File: src/rtl/fetch_pkg.sv
// rtl/fetch_pkg.sv - shared types and constants for the instruction fetch unit
package fetch_pkg;

    localparam int INSTR_WIDTH_DEF = 20;
    localparam int PC_BITS_DEF     = 5;

    localparam logic [INSTR_WIDTH_DEF-1:0] NOP_INSTR = 20'h00000;

    typedef enum logic [1:0] {
        S_IDLE,
        S_LOAD,
        S_RUN,
        S_DONE
    } fetch_state_e;

endpackage

File: src/rtl/instr_mem.sv
// rtl/instr_mem.sv - program buffer, one synchronous write port and one combinational read port
module instr_mem #(
    parameter int WIDTH     = 20,
    parameter int ADDR_BITS = 5
) (
    input  logic                 clk,
    input  logic                 we,
    input  logic [ADDR_BITS-1:0] waddr,
    input  logic [WIDTH-1:0]     wdata,
    input  logic [ADDR_BITS-1:0] raddr,
    output logic [WIDTH-1:0]     rdata
);

    logic [WIDTH-1:0] mem [2**ADDR_BITS];

    always_ff @(posedge clk) begin
        if (we) begin
            mem[waddr] <= wdata;
        end
    end

    assign rdata = mem[raddr];

endmodule

File: src/rtl/instr_fetch.sv
// rtl/instr_fetch.sv - loads a program from the host and issues it to the CPU one word per cycle
module instr_fetch
    import fetch_pkg::*;
#(
    parameter int INSTR_WIDTH = INSTR_WIDTH_DEF,
    parameter int PC_BITS     = PC_BITS_DEF
) (
    input  logic                   clk,
    input  logic                   rst,
    input  logic                   load_start,
    input  logic                   load_valid,
    input  logic [INSTR_WIDTH-1:0] load_data,
    input  logic                   load_last,
    output logic                   load_ready,
    input  logic                   run,
    input  logic                   stall,
    output logic [INSTR_WIDTH-1:0] instruction,
    output logic                   instr_valid,
    output logic [PC_BITS-1:0]     pc,
    output logic                   done
);

    localparam logic [INSTR_WIDTH-1:0] NOP      = INSTR_WIDTH'(NOP_INSTR);
    localparam logic [PC_BITS:0]       LAST_LEN = {1'b0, {PC_BITS{1'b1}}};

    fetch_state_e            state_q, state_d;
    logic [PC_BITS-1:0]      wptr_q, wptr_d;
    logic [PC_BITS:0]        len_q, len_d;
    logic [PC_BITS-1:0]      pc_q, pc_d;
    logic [INSTR_WIDTH-1:0]  instr_q, instr_d;
    logic                    valid_q, valid_d;
    logic                    done_q, done_d;
    logic                    wr_en;
    logic [INSTR_WIDTH-1:0]  rd_data;

    // len_q reaching 2^PC_BITS is the full flag; the MSB alone encodes it
    assign load_ready  = (state_q == S_LOAD) && !len_q[PC_BITS];
    assign instruction = instr_q;
    assign instr_valid = valid_q;
    assign pc          = pc_q;
    assign done        = done_q;

    instr_mem #(
        .WIDTH     (INSTR_WIDTH),
        .ADDR_BITS (PC_BITS)
    ) u_mem (
        .clk   (clk),
        .we    (wr_en),
        .waddr (wptr_q),
        .wdata (load_data),
        .raddr (pc_q),
        .rdata (rd_data)
    );

    always_comb begin
        state_d = state_q;
        wptr_d  = wptr_q;
        len_d   = len_q;
        pc_d    = pc_q;
        instr_d = NOP;
        valid_d = 1'b0;
        done_d  = 1'b0;
        wr_en   = 1'b0;

        case (state_q)
            S_IDLE: begin
                if (load_start) begin
                    state_d = S_LOAD;
                    wptr_d  = '0;
                    len_d   = '0;
                end else if (run && (len_q != '0)) begin
                    state_d = S_RUN;
                    pc_d    = '0;
                end
            end
            S_LOAD: begin
                if (load_start) begin
                    wptr_d = '0;
                    len_d  = '0;
                end else if (load_valid && load_ready) begin
                    wr_en  = 1'b1;
                    wptr_d = wptr_q + 1'b1;
                    len_d  = len_q + 1'b1;
                    if (load_last || (len_q == LAST_LEN)) begin
                        state_d = S_IDLE;
                    end
                end
            end
            S_RUN: begin
                if (load_start) begin
                    state_d = S_LOAD;
                    wptr_d  = '0;
                    len_d   = '0;
                end else if (!stall) begin
                    // A stalled edge emits a NOP and keeps pc, so no word is ever repeated
                    instr_d = rd_data;
                    valid_d = 1'b1;
                    pc_d    = pc_q + 1'b1;
                    if (({1'b0, pc_q} + 1'b1) == len_q) begin
                        state_d = S_DONE;
                    end
                end
            end
            S_DONE: begin
                if (load_start) begin
                    state_d = S_LOAD;
                    wptr_d  = '0;
                    len_d   = '0;
                end else if (run) begin
                    state_d = S_RUN;
                    pc_d    = '0;
                end else begin
                    done_d = 1'b1;
                end
            end
            default: begin
                state_d = S_IDLE;
            end
        endcase
    end

    always_ff @(posedge clk or negedge rst) begin
        if (!rst) begin
            state_q <= S_IDLE;
            wptr_q  <= '0;
            len_q   <= '0;
            pc_q    <= '0;
            instr_q <= NOP;
            valid_q <= 1'b0;
            done_q  <= 1'b0;
        end else begin
            state_q <= state_d;
            wptr_q  <= wptr_d;
            len_q   <= len_d;
            pc_q    <= pc_d;
            instr_q <= instr_d;
            valid_q <= valid_d;
            done_q  <= done_d;
        end
    end

endmodule

File: config.mk
export PLATFORM = sky130hd
export DESIGN_NAME = instr_fetch
export DESIGN_NICKNAME = d
export VERILOG_FILES = /design/src/rtl/fetch_pkg.sv /design/src/rtl/instr_mem.sv /design/src/rtl/instr_fetch.sv
export SDC_FILE = /design/constraint.sdc
export NUM_CORES = 1
export LEC_CHECK = 0
export ABC_AREA = 0
export CORE_UTILIZATION = 46
export DETAILED_ROUTE_END_ITERATION = 7
export SETUP_SLACK_MARGIN = 0.2
export SLEW_MARGIN = 20
export SYNTH_ARGS = -nofsm -noshare
export SYNTH_HDL_FRONTEND = slang
export SYNTH_SLANG_ARGS = --single-unit
File: constraint.sdc
create_clock -name clk -period 3.5 [get_ports clk]
set_clock_uncertainty 0.2 [all_clocks]
set_input_delay 0.35 -clock clk [delete_from_list [all_inputs] [get_ports clk]]
set_output_delay 0.35 -clock clk [all_outputs]
set_load 0.005 [all_outputs]
==> impl.org, run 1 <==
** Global route
- Entering global routing, the biggest net connects 75 pins.
- Met2 layer usage reported by global route :: 0.360
- Met3 usage in global routing :: 0.0391
- Vias in the first global route :: 12.5k
- Wire length of the first global-routing pass :: 89.0 mm
- Fraction of met1 tracks used by global routing :: 0.303
- The initial antenna violation count came to 0.
- The layer flagged by global routing as most heavily used is met2.
- Total overflow reported by the global router :: 0
- Across every metal layer, demand over resource in global routing totals 0.220.

** Finish
- Antenna Diode Count :: 0
- Share of layout cells above drive strength 1 :: 0.299
- Final Net Count :: 1348
- The area growth from synthesis to layout is 16.9%.

** Setup path
- The slowest stage of the critical path is the dfrtp_4 cell.
- The worst register-to-register path begins at pc[0]$_DFFE_PN0P_.
- FF-to-FF End :: instruction[11]$_DFF_PN0_
- Data on the critical path is required at its endpoint by 3.71 ns.
- Cell depth of the worst setup path :: 4
- In this run the register-to-register setup slack is 0.57 ns.
- Kind of critical path :: reg -> reg
- Worst Reg-to-Reg Cells :: 4
- The critical path starts at pc[0]$_DFFE_PN0P_.
- Chain of cells forming the critical path :: buf_12 -> mux4_2 -> mux2i_1 -> a2111oi_1
- Crit path largest cell delay :: 0.64 ns
- Endpoint of the worst setup timing path :: instruction[11]$_DFF_PN0_
- Along the worst path, the maximum fanout reaches 74.
- Data arrival time of the critical path :: 3.14 ns
- The worst setup path is launched from a flip-flop.
- Critical path buffers and inverters :: 1
- Crit end category :: flip-flop
- Among cell families on the critical path, the largest total delay comes from multiplexers.

** Route
- Via count of the routed design :: 12.2k
- Number of search-and-repair iterations in the first detailed-routing pass :: 5
- Dividing the detail-routed wire length by the instance count gives 28.8 um.
- DRC :: 0
- Vias per inst :: 5.77
- The count of nets left with antenna violations once routing finished came out at 0.
- Iter 0 DRT Violations :: 1215
- The routed design has 61.0 mm of wire.

** Clock tree
- The clock tree synthesis step divided the H-tree into 3 levels.
- The clock passes through at most 3 buffers.
- CTS Hold Buffers Added :: 1
- Clk Tree Root Cell :: clkbuf_16
- Total number of clock tree sinks :: 680
- Post-CTS sizing :: 0
- At the later pin of the worst-skew pair, clock insertion delay measures 0.59 ns.
- Buffers added to address setup during post-CTS repair amount to 0.
- Clock tree from TritonCTS :: yes
- Counting the buffers created by CTS gives 71.
- After clock tree synthesis, the clock-pin slew on the worst setup and hold paths is 0.06 ns.

** STA
- Final Hold Violating Endpoints :: 0
- In this run the tightest slew margin relative to its limit is 0.348.
- RSZ-0062 raised after global routing :: no
- Minimum clock period :: 2.93 ns
- For the pin with the worst max-slew slack, the measured transition is 0.977 ns.
- Summed over all failing endpoints, the final setup total negative slack is 0 ns.
- Setup violations remaining at the end of the flow were counted as 0.
- Share of the clock period used by the worst path after layout :: 0.837
- Max Slew Vio Count :: 0
- Setup slack closes at 0.571 ns.
- Highest achievable clock rate :: 341 MHz

** Synth
- The share of synthesized area in the top cell type comes to 0.732.
- The number of nets handed over by synthesis was 1211.
- Share of the synthesized area in compound gates (AO/OA/AOI/OAI) :: 0.0191
- Dominant register cell in the synthesized netlist :: edfxtp_1
- Of the total synthesized cell area, the portion taken by full adders, half adders and majority gates is 0.00572.
- Counting flops and latches in the post-synthesis netlist gives 680.
- Of the synthesized area, sequential elements account for 0.770.
- Synthesis warning total :: 0
- Of the total synthesized cell area, the portion taken by AND, OR, NAND and NOR gates is 0.0219.
- By area the synthesized netlist is led by edfxtp_1 (73%), mux4_2 (15%), dfrtp_1 (3.8%).
- In the synthesized netlist, the number of instances is 1172.
- Measured against the total synthesized area, the mux share comes to 0.163.
- FFs w/ async S/R, synth :: 0.0588
- Number of distinct library cell variants in the gate-level netlist after synthesis :: 46
- Library cell occupying the most area in the post-synthesis netlist :: edfxtp_1
- The cell area that synthesis handed to floorplanning was 0.0263 mm2.
- After synthesis, the largest family of logic cells by area is multiplexers.
- Yosys mapped a number of flops with a built-in enable equal to 640.
- Average instance area after synthesis :: 22.4 um2
- Synthesized-area fraction occupied by xor and xnor cells :: 0.00467

** Place
- Final Wtd Congestion :: 0.781
- Final HPWL from detailed placement :: 37.2 mm
- Buffers added on ports :: 54
- Setup slack at placement :: 0.590 ns

** Floorplanning
- The die covers 0.0581 mm2.
- Measured along the x axis, the die boundary spans 241 um.
- The die is 241 um tall.
- The floorplan step defined a core boundary enclosing 0.0564 mm2.
- Total I/O pin count :: 55
- Row generation in the floorplan step produced 87 rows.
- Initial Utilization :: 0.466

** Flow run
- The tool flagged a number of max-cap violations equal to 0.

** Power and ir drop
- Pwr dens :: 644 mW/mm2
- The worst-case IR drop observed on VDD is 0.509 mV.
- P_leak :: 9.44 nW

** Hold path
- Worst min-delay path class :: in -> async

** Run status
- Result of the run :: finished clean
worst min-delay path by stage:
| stage | cells past startpoint | slack, ns | startpoint | end |
|---|---|---|---|---|
| detailed placement | 2 | 0.39 | wptr_q[1]$_DFFE_PN0P_ | wptr_q[1]$_DFFE_PN0P_ |
| global placement | 1 | 0.37 | rst | len_q[3]$_DFFE_PN0P_ |
| floorplan | 0 | -0.15 | rst | done$_DFF_PN0_ |
| finish | 2 | 0.09 | rst | len_q[3]$_DFFE_PN0P_ |
| global route | 2 | 0.12 | run | done$_DFF_PN0_ |
| CTS | 2 | 0.1 | run | done$_DFF_PN0_ |
sequential cells by signal, indices dropped and copies added (netlist names):
name and cells:
done 1, instr_valid 1, instruction 20, len_q 6
pc 5, state_q 2, u_mem.mem 640, wptr_q 5
routing by layer:
layer	vias to the layer above	share of wire
met5	-	0
met4	0	0.027
met3	86	0.050
met2	361	0.51
met1	6571	0.42
li1	5198	-
cell families after synthesis:
group / count (synthesis)
adders and majority gates: 12
AOI/OAI and AO/OA: 67
and+or+nand+nor: 125
DFF: 680
xor gates and xnor gates: 14
muxes: 203
buffers and inverters: 71
Yosys cell counts, drive strengths merged (2+ instances only):
master     n
buf       43
o21ai      8
nor2      71
nand3b     3
or3        3
clkbuf    17
inv       11
o22ai     22
xnor2      8
a211oi     2
nor3       4
edfxtp   640
or3b       2
xor2       6
mux4     180
a31o       2
nand4      2
nand3      8
mux2i     22
dfrtp     40
a21oi      7
nand2b     5
nand2     18
and2       2
ha        12
a2111oi   20
report_power, final:
| group | total (W) | internal, W | switching [W] |
|---|---|---|---|
| Clock | 0.00750 | 0.00451 | 0.00299 |
| Combinational | 0.00317 | 0.00152 | 0.00165 |
| Sequential | 0.00911 | 0.00899 | 0.000112 |
placed cells by master, fill, tap and decap left out, drive strengths merged, types with 12 or more instances in the layout:
cell	netlist	final
edfxtp	640	640
mux4	180	180
clkbuf	17	98
buf	43	80
nor2	71	71
clkdlybuf4s50	0	43
dfrtp	40	40
mux2i	22	22
o22ai	22	22
a2111oi	20	20
nand2	18	18
clkinv	0	17
ha	12	12
inv	11	12
metrics by stage:
stage / total power (W) / cell area [um2] / util / instances / hold slack (ns)
after global routing: 0.0204 / 30700 / 0.545 / 2118 / 0.123
after CTS: 0.0200 / 30700 / 0.545 / 2118 / 0.0968
after floorplan: 0.0115 / 26300 / - / 1172 / -0.146
after global placement: 0.0125 / 28400 / 0.503 / 1991 / 0.373
final: 0.0198 / 30700 / 0.545 / 2118 / 0.0948
after detailed placement: 0.0125 / 28400 / 0.503 / 1991 / 0.390
layout make-up:
type,instances,area (um2)
Tap cell,756,946
Multi-Input combinational cell,421,5720
Clock buffer,98,1960
Fill cell,4354,25700
Timing Repair Buffer,124,1470
Clock inverter,28,350
Sequential cell,680,20200
Inverter,11,41.3
Power figures use the tool's default switching activity.
==> run 2, diff against run 1 <==
Clock period 3.5 ns to 2.8 ns, I/O delays scaled along.
==> run 2 against run 1 <==
Against the previous run:
- count of clock-buffer cells in the layout fell by 3
- total power grew 27%
- via count rose by 2.2%
- setup slack worse by 0.31 ns
- largest cell class unchanged
- hold slack lost 0.069 ns
- combinational power up 37%
- sequential share of layout area fell by 1.7 points
- final cell count grew 2.9%
- first-iteration DRC count fell by 10%
- highest routed layer is now met5
- non-clock buffer count rose by 56
- core utilization is 1.5 points higher
- critical path depth is 2 higher
==> impl.org, run 2 (synthesis gave the netlist of run 1 again) <==
** Finish
- Area delta synth->final :: 20.0%
- Commonest cells after routing, fill and taps aside :: edfxtp_1 (640), mux4_2 (180), clkbuf_16 (77)
- The flip-flop count of the largest register, all copies and words added is 640 (unchanged).
- Share of layout cells above drive strength 1 :: 0.332 (+0.0336)
- Filler cell count :: 4240 (-2.6%)
- The antenna cell count was 0 (unchanged).
- Register bank with the most flops :: u_mem.mem
- Final Net Count :: 1405 (+4.2%)
- The post-route core utilization is 0.559 (+0.0145).
- Footprint of the multi-input gates :: 0.00585 mm2 (+2.3%)
- The area used by sequential logic in the layout is 0.0202 mm2 (unchanged).
- Most common cell after layout, fill and taps aside :: edfxtp_1

** Setup path
- The worst setup path is captured at a flip-flop.
- The critical path is of the reg -> reg type.
- The worst path arrival time is 2.79 ns (-0.35 ns).
- The depth of the worst register-to-register path is 6 (+2).
- Chain of cells forming the critical path :: buf_12 -> buf_12 -> mux4_2 -> mux4_2 -> nor2_1 -> a2111oi_1
- Worst reg2reg setup slack :: 0.26 ns (-0.31 ns)
- The largest stage delay on the critical path is 0.57 ns (-0.07 ns).
- The largest individual stage delay along the critical path comes from the cell mux4_2.
- The critical path ends at instruction[8]$_DFF_PN0_.
- Crit path launch :: pc[0]$_DFFE_PN0P_
- STA classifies the critical path startpoint as a flip-flop.
- In this run the critical register-to-register path is captured at instruction[8]$_DFF_PN0_.
- The data required time at the worst endpoint is 3.05 ns (-0.66 ns).
- The highest fanout seen on the critical path is 19 (-74%).
- The worst register-to-register path begins at pc[0]$_DFFE_PN0P_.

** Route
- The via density per instance is 5.73 (-0.67%).
- Number of search-and-repair iterations in the first detailed-routing pass :: 6 (+1)
- The detailed-route wire length per cell came to 27.1 um (-5.9%).
- The number of nets with antenna violations after routing came to 0 (unchanged).
- Iter 0 DRT Violations :: 1092 (-10%)
- Total detailed-routing wirelength :: 59.0 mm (-3.2%)
- Via count of the routed design :: 12.5k (+2.2%)
- The remaining design rule violation count is 0 (unchanged).

** Place
- The number of buffers inserted by port buffering was 54 (unchanged).
- The detailed placer's ending HPWL is 35.6 mm (-4.4%).
- Final Wtd Congestion :: 0.796 (+1.9%)

** Global route
- The number of global-route vias before repair came to 12.8k (+2.0%).
- Maximum number of pins on one net before global-route repair :: 81 (+8.0%)
- Number of antenna violations at the first check in global routing :: 2 (+2)
- The global-route wire length before repair came to 87.3 mm (-1.8%).
- The global-route congestion overflow total was 0 (unchanged).
- Overall track demand over capacity in global routing :: 0.212 (-0.00775)

** Floorplanning
- Die span in x :: 241 um (unchanged)
- Total I/O pin count :: 55 (unchanged)
- The vertical die dimension was 241 um (unchanged).
- Initial Utilization :: 0.466 (unchanged)
- The die outline area is 0.0581 mm2 (unchanged).
- Row cnt :: 87 (unchanged)
- Area of the core region :: 0.0564 mm2 (unchanged)

** STA
- The count of final max-slew check failures was 0 (unchanged).
- Setup repair after global routing left no endpoint under its margin.
- Share of the clock period used by the worst path after layout :: 0.908 (+0.0711)
- The post-route setup TNS was 0 ns (unchanged).
- Minimum clock period :: 2.54 ns (-0.387 ns)
- Slew Limit Headroom :: 0.574 (+0.226)
- The setup violation total in the final timing report was 0 (unchanged).
- Final Hold Violating Endpoints :: 0 (unchanged)
- The worst hold slack after final layout is 0.0262 ns (-0.0687 ns).
- The maximum clock rate came to 393 MHz (+15%).
- Worst Max-Slew Pin Slew :: 0.637 ns (-0.340 ns)

** Hold path
- The worst hold path belongs to the class in -> async.

** Power and ir drop
- Worst IR Drop VDD :: 0.408 mV (-20%)
- The leakage power total is 9.84 nW (+4.2%).
- The total power divided by cell area came to 799 mW/mm2 (+24%).

** Clock tree
- The deepest level of the CTS H-tree is 3 (unchanged).
- The clock network latency to the later pin of the worst-skew pair is 0.60 ns (about the same).
- Clock transition time at the flip-flop clock pins of the worst setup and hold paths :: 0.06 ns (about the same)
- TritonCTS built the clock tree.
- The maximum count of clock buffers along a single path is 3 (unchanged).
- Clk Tree Root Cell :: clkbuf_16
- Total number of clock tree sinks :: 680 (unchanged)
- The number of CTS-inserted buffers came to 72 (+1.4%).

** Run status
- Result of the run :: finished clean

** Flow run
- The total of max-cap violations was 0 (unchanged).
[run 2: cell count changes in the layout (fill, tap and decap cells not counted), sizes merged]
cell	before	now
clkdlybuf4s50	43	53
inv	12	14
buf	80	126
bufinv	8	7
clkinv	17	25
clkbuf	98	95
clkinvlp	2	1
[run 2: power by group]
group | switching, W | internal [W]
registers | 0.000111 | 0.0112
clock network | 0.00379 | 0.00571
logic | 0.00204 | 0.00231
[run 2: critical path, delay by kind of cell (launching register included)]
| family | cells | cell delay, ns |
|---|---|---|
| muxes | 2 | 1.05 |
| DFF | 1 | 0.50 |
| buffers and inverters | 2 | 0.35 |
| and+or+nand+nor | 1 | 0.19 |
| AOI/OAI and AO/OA | 1 | 0.08 |
[run 2: final cells by class]
| cell class | instances | share of cell area |
|---|---|---|
| clock buffers | 95 | 0.0639 |
| well taps | 756 | 0.0300 |
| clock inverters | 36 | 0.0112 |
| inverters | 11 | 0.00131 |
| repair buffers | 180 | 0.0664 |
| multi-input cells | 421 | 0.186 |
| flip-flops and latches | 680 | 0.642 |
[run 2: worst min-delay path by stage]
| stage | from | slack [ns] | cells past startpoint | end |
|---|---|---|---|---|
| global route | run | 0.06 | 2 | done$_DFF_PN0_ |
| floorplan | rst | -0.22 | 0 | done$_DFF_PN0_ |
| finish | rst | 0.03 | 2 | pc[0]$_DFFE_PN0P_ |
| CTS | rst | 0.02 | 2 | pc[0]$_DFFE_PN0P_ |
| global placement | rst | 0.13 | 1 | pc[0]$_DFFE_PN0P_ |
| detailed placement | rst | 0.13 | 1 | pc[0]$_DFFE_PN0P_ |
[run 2: repair_timing]
action / 4_1_cts / 5_1_grt
endpoints found under the setup margin: 37 / 42
setup buffers: 2 / 21
pin swaps: 0 / 0
hold buffers: 1 / 0
hold endpoints to repair: 40 / 0
gates resized for setup: 17 / 16
[run 2: per-stage QoR]
stage	total power (W)	setup WS [ns]	instance area (um2)	instances
finish	0.0252	0.257	31500	2179
global route	0.0261	0.201	31500	2179
floorplan	0.0144	0.0652	26300	1172
global placement	0.0156	-0.0732	28800	2024
detailed placement	0.0156	-0.0850	28800	2024
CTS	0.0252	0.163	31300	2158
[run 2: layer usage]
| metal | global-route usage | routed length, um | vias to the layer above |
|---|---|---|---|
| li1 | - | - | 5320 |
| met1 | 0.317 | 26900 | 6728 |
| met2 | 0.320 | 27500 | 346 |
| met3 | 0.0461 | 3450 | 86 |
| met4 | 0.0493 | 1100 | 4 |
| met5 | 0 | 27 | - |
==> run 3, diff against run 2 <==
Settings changed: REMOVE_ABC_BUFFERS from default to 1.
==> run 3 against run 2 <==
Against the previous run:
- total power shrank 1.3%
- via count is essentially flat
- flip-flop and latch count is the same
- setup slack gained 0.0054 ns
- combinational power shrank 5.5%
- sequential power is essentially flat
- largest cell class unchanged
- count of clock-buffer cells in the layout grew 11
- hold slack gained 0.024 ns
- clock power shrank 0.8%
- sequential share of layout area grew 0.29 points
- non-clock buffer count is the same
- core utilization shrank 0.25 points
==> impl.org, run 3 (synthesis gave the netlist of run 1 again) <==
** Power and ir drop
- The total power divided by cell area was 792 mW/mm2 (-0.89%).
- Worst IR Drop VDD :: 0.451 mV (+11%)
- The leakage power total is 9.81 nW (-0.32%).

** STA
- The maximum clock rate is 394 MHz (+0.21%).
- Share of the clock period used by the worst path after layout :: 0.906 (-0.00194)
- Slew Limit Headroom :: 0.520 (-0.0542)
- Final Hold Violating Endpoints :: 0 (unchanged)
- The setup violation total in the final timing report was 0 (unchanged).
- Worst Max-Slew Pin Slew :: 0.720 ns (+0.0826 ns)
- The count of final max-slew check failures is 0 (unchanged).
- The shortest period the worst path allows was 2.54 ns (-0.00543 ns).
- Setup TNS :: 0 ns (unchanged)
- Setup repair after global routing left no endpoint under its margin.

** Global route
- The initial antenna violation count came to 0 (-2).
- The number of global-route vias before repair is 13.0k (+1.7%).
- The global-route wire length before repair is 87.2 mm (-0.20%).
- Total overflow reported by the global router :: 0 (unchanged)
- The global router's overall resource usage was 0.213 (+0.000610).
- The maximum number of pins on one net before global-route repair came to 33 (-59%).

** Route
- The via count came to 12.5k (-0.088%).
- The DRC violation total after the first TritonRoute iteration is 1021 (-6.5%).
- Vias per inst :: 5.73 (about the same)
- The number of iterations in the first detailed-routing pass was 5 (-1).
- The overall routed net length is 59.4 mm (+0.55%).
- DRC :: 0 (unchanged)
- Remaining antenna violation count :: 0 (unchanged)
- Post-detailed-route wirelength per cell :: 27.3 um (+0.60%)

** Setup path
- The number of buffers and inverters on the critical path came to 2 (unchanged).
- Kind of critical path :: reg -> reg
- The most numerous cell type found on the critical path is buf_4.
- Data arrival time of the critical path :: 2.84 ns (+0.05 ns)
- Worst Reg-to-Reg Cells :: 8 (+2)
- The largest stage delay on the critical path is 0.50 ns (-0.07 ns).
- Cell depth of the worst setup path :: 8 (+2)
- Kind of launch point of the worst setup path :: flip-flop
- The signal on the critical path passes through buf_4 -> buf_4 -> ha_1 -> and2_1 -> a211o_1 -> a31o_2 -> a31oi_2 -> mux2i_1.
- Crit path max-delay cell type :: dfrtp_4
- In this design, the largest share of critical-path delay is due to compound AO/OA/AOI/OAI gates.
- Required time of the critical path :: 3.10 ns (+0.05 ns)
- Crit end category :: flip-flop
- The highest fanout seen on the critical path was 6 (-13).

** Finish
- Utilization after layout :: 0.557 (-0.00246)
- Share of layout cells above drive strength 1 :: 0.326 (-0.00610)
- Most common cell after layout, fill and taps aside :: edfxtp_1
- The library cells used most frequently in the layout, excluding fill and tap cells, are edfxtp_1 (640), mux4_2 (180), buf_4 (80).
- Antenna Diode Count :: 0 (unchanged)
- Filler cell count :: 4259 (+0.45%)
- The flip-flop count of the largest register, all copies and words added is 640 (unchanged).
- Area delta synth->final :: 19.5%
- The net count of the finished layout was 1404 (-0.071%).
- Register bank with the most flops :: u_mem.mem

** Clock tree
- The number of CTS-inserted buffers was 71 (-1.4%).
- Skew-Pair Late Insertion Delay :: 0.60 ns (about the same)
- The clock transition at the registers of the reported paths came to 0.07 ns (about the same).
- TritonCTS built the clock tree.
- Deepest level of the CTS H-tree :: 3 (unchanged)
- The maximum count of clock buffers along a single path came to 3 (unchanged).
- The clock sink count was 680 (unchanged).
- The cell sitting at the root of the clock tree is a clkbuf_16.

** Floorplanning
- Initial Utilization :: 0.466 (unchanged)
- Row cnt :: 87 (unchanged)
- Y dimension of the die :: 241 um (unchanged)
- The die outline area was 0.0581 mm2 (unchanged).
- The top-level I/O count came to 55 (unchanged).
- The floorplan die width came to 241 um (unchanged).
- The core footprint came to 0.0564 mm2 (unchanged).

** Hold path
- Along the worst hold path, the cell count comes to 2.
- Worst min-delay path class :: in -> reg

** Run status
- The run finished with clean final reports.

** Flow run
- Maximum capacitance violations :: 0 (unchanged)

** Place
- Final Wtd Congestion :: 0.785 (-1.4%)
- Buffers added on ports :: 54 (unchanged)
- Final HPWL from detailed placement :: 34.5 mm (-3.0%)
-- run 3: path summary, 6_finish.rpt --
check                                           from                        end  slack, ns
worst max register to register     pc[0]$_DFFE_PN0P_     state_q[0]$_DFFE_PN0P_       0.26
worst max-delay path               pc[0]$_DFFE_PN0P_     state_q[0]$_DFFE_PN0P_       0.26
worst min register to register  len_q[1]$_DFFE_PN0P_       len_q[1]$_DFFE_PN0P_       0.41
min in group asynchronous                        rst       len_q[3]$_DFFE_PN0P_       0.06
max in group asynchronous                        rst  instruction[17]$_DFF_PN0_       1.65
worst min-delay path                             run             done$_DFF_PN0_       0.05
-- run 3: cell type report --
cell class / count / area [um2] / area share
Sequential cell: 680 / 20200 / 0.644
Multi-Input combinational cell: 421 / 5760 / 0.183
Clock buffer: 106 / 2070 / 0.0660
Timing Repair Buffer: 180 / 2070 / 0.0658
Tap cell: 756 / 946 / 0.0301
Clock inverter: 24 / 274 / 0.00873
Inverter: 11 / 41.3 / 0.00132
-- run 3: repair_timing --
item	in CTS	in global routing
hold endpoints to repair	22	0
endpoints found under the setup margin	609	581
resized for setup	5	6
pin swaps	0	0
cloned	1	0
buffers inserted	6	6
hold buffers	1	0
-- run 3: where the power goes --
part / switching [W] / total [W] / internal [W]
Sequential: 0.000102 / 0.0113 / 0.0112
Clock: 0.00374 / 0.00942 / 0.00568
Combinational: 0.00191 / 0.00411 / 0.00220
Total: 0.00575 / 0.0249 / 0.0191
-- run 3: metrics by stage --
step	instances	power, W	cell area, um2	worst slack (ns)	hold slack (ns)
2_1_floorplan	1112	0.0138	25900	-5.32	-0.216
3_3_place_gp	2034	0.0155	28800	-0.0274	0.163
3_5_place_dp	2034	0.0156	28800	-0.0544	0.169
4_1_cts	2172	0.0251	31300	0.181	0.0183
5_1_grt	2178	0.0257	31400	0.203	0.0456
6_report	2178	0.0249	31400	0.263	0.0498
-- run 3: per-layer routing --
metal / up-vias / part of all wire / global-route usage
met4: 0 / 0.019 / 0.0637
met2: 343 / 0.49 / 0.340
met3: 72 / 0.053 / 0.0371
met5: - / 0 / 0
li1: 5327 / - / -
met1: 6731 / 0.44 / 0.301
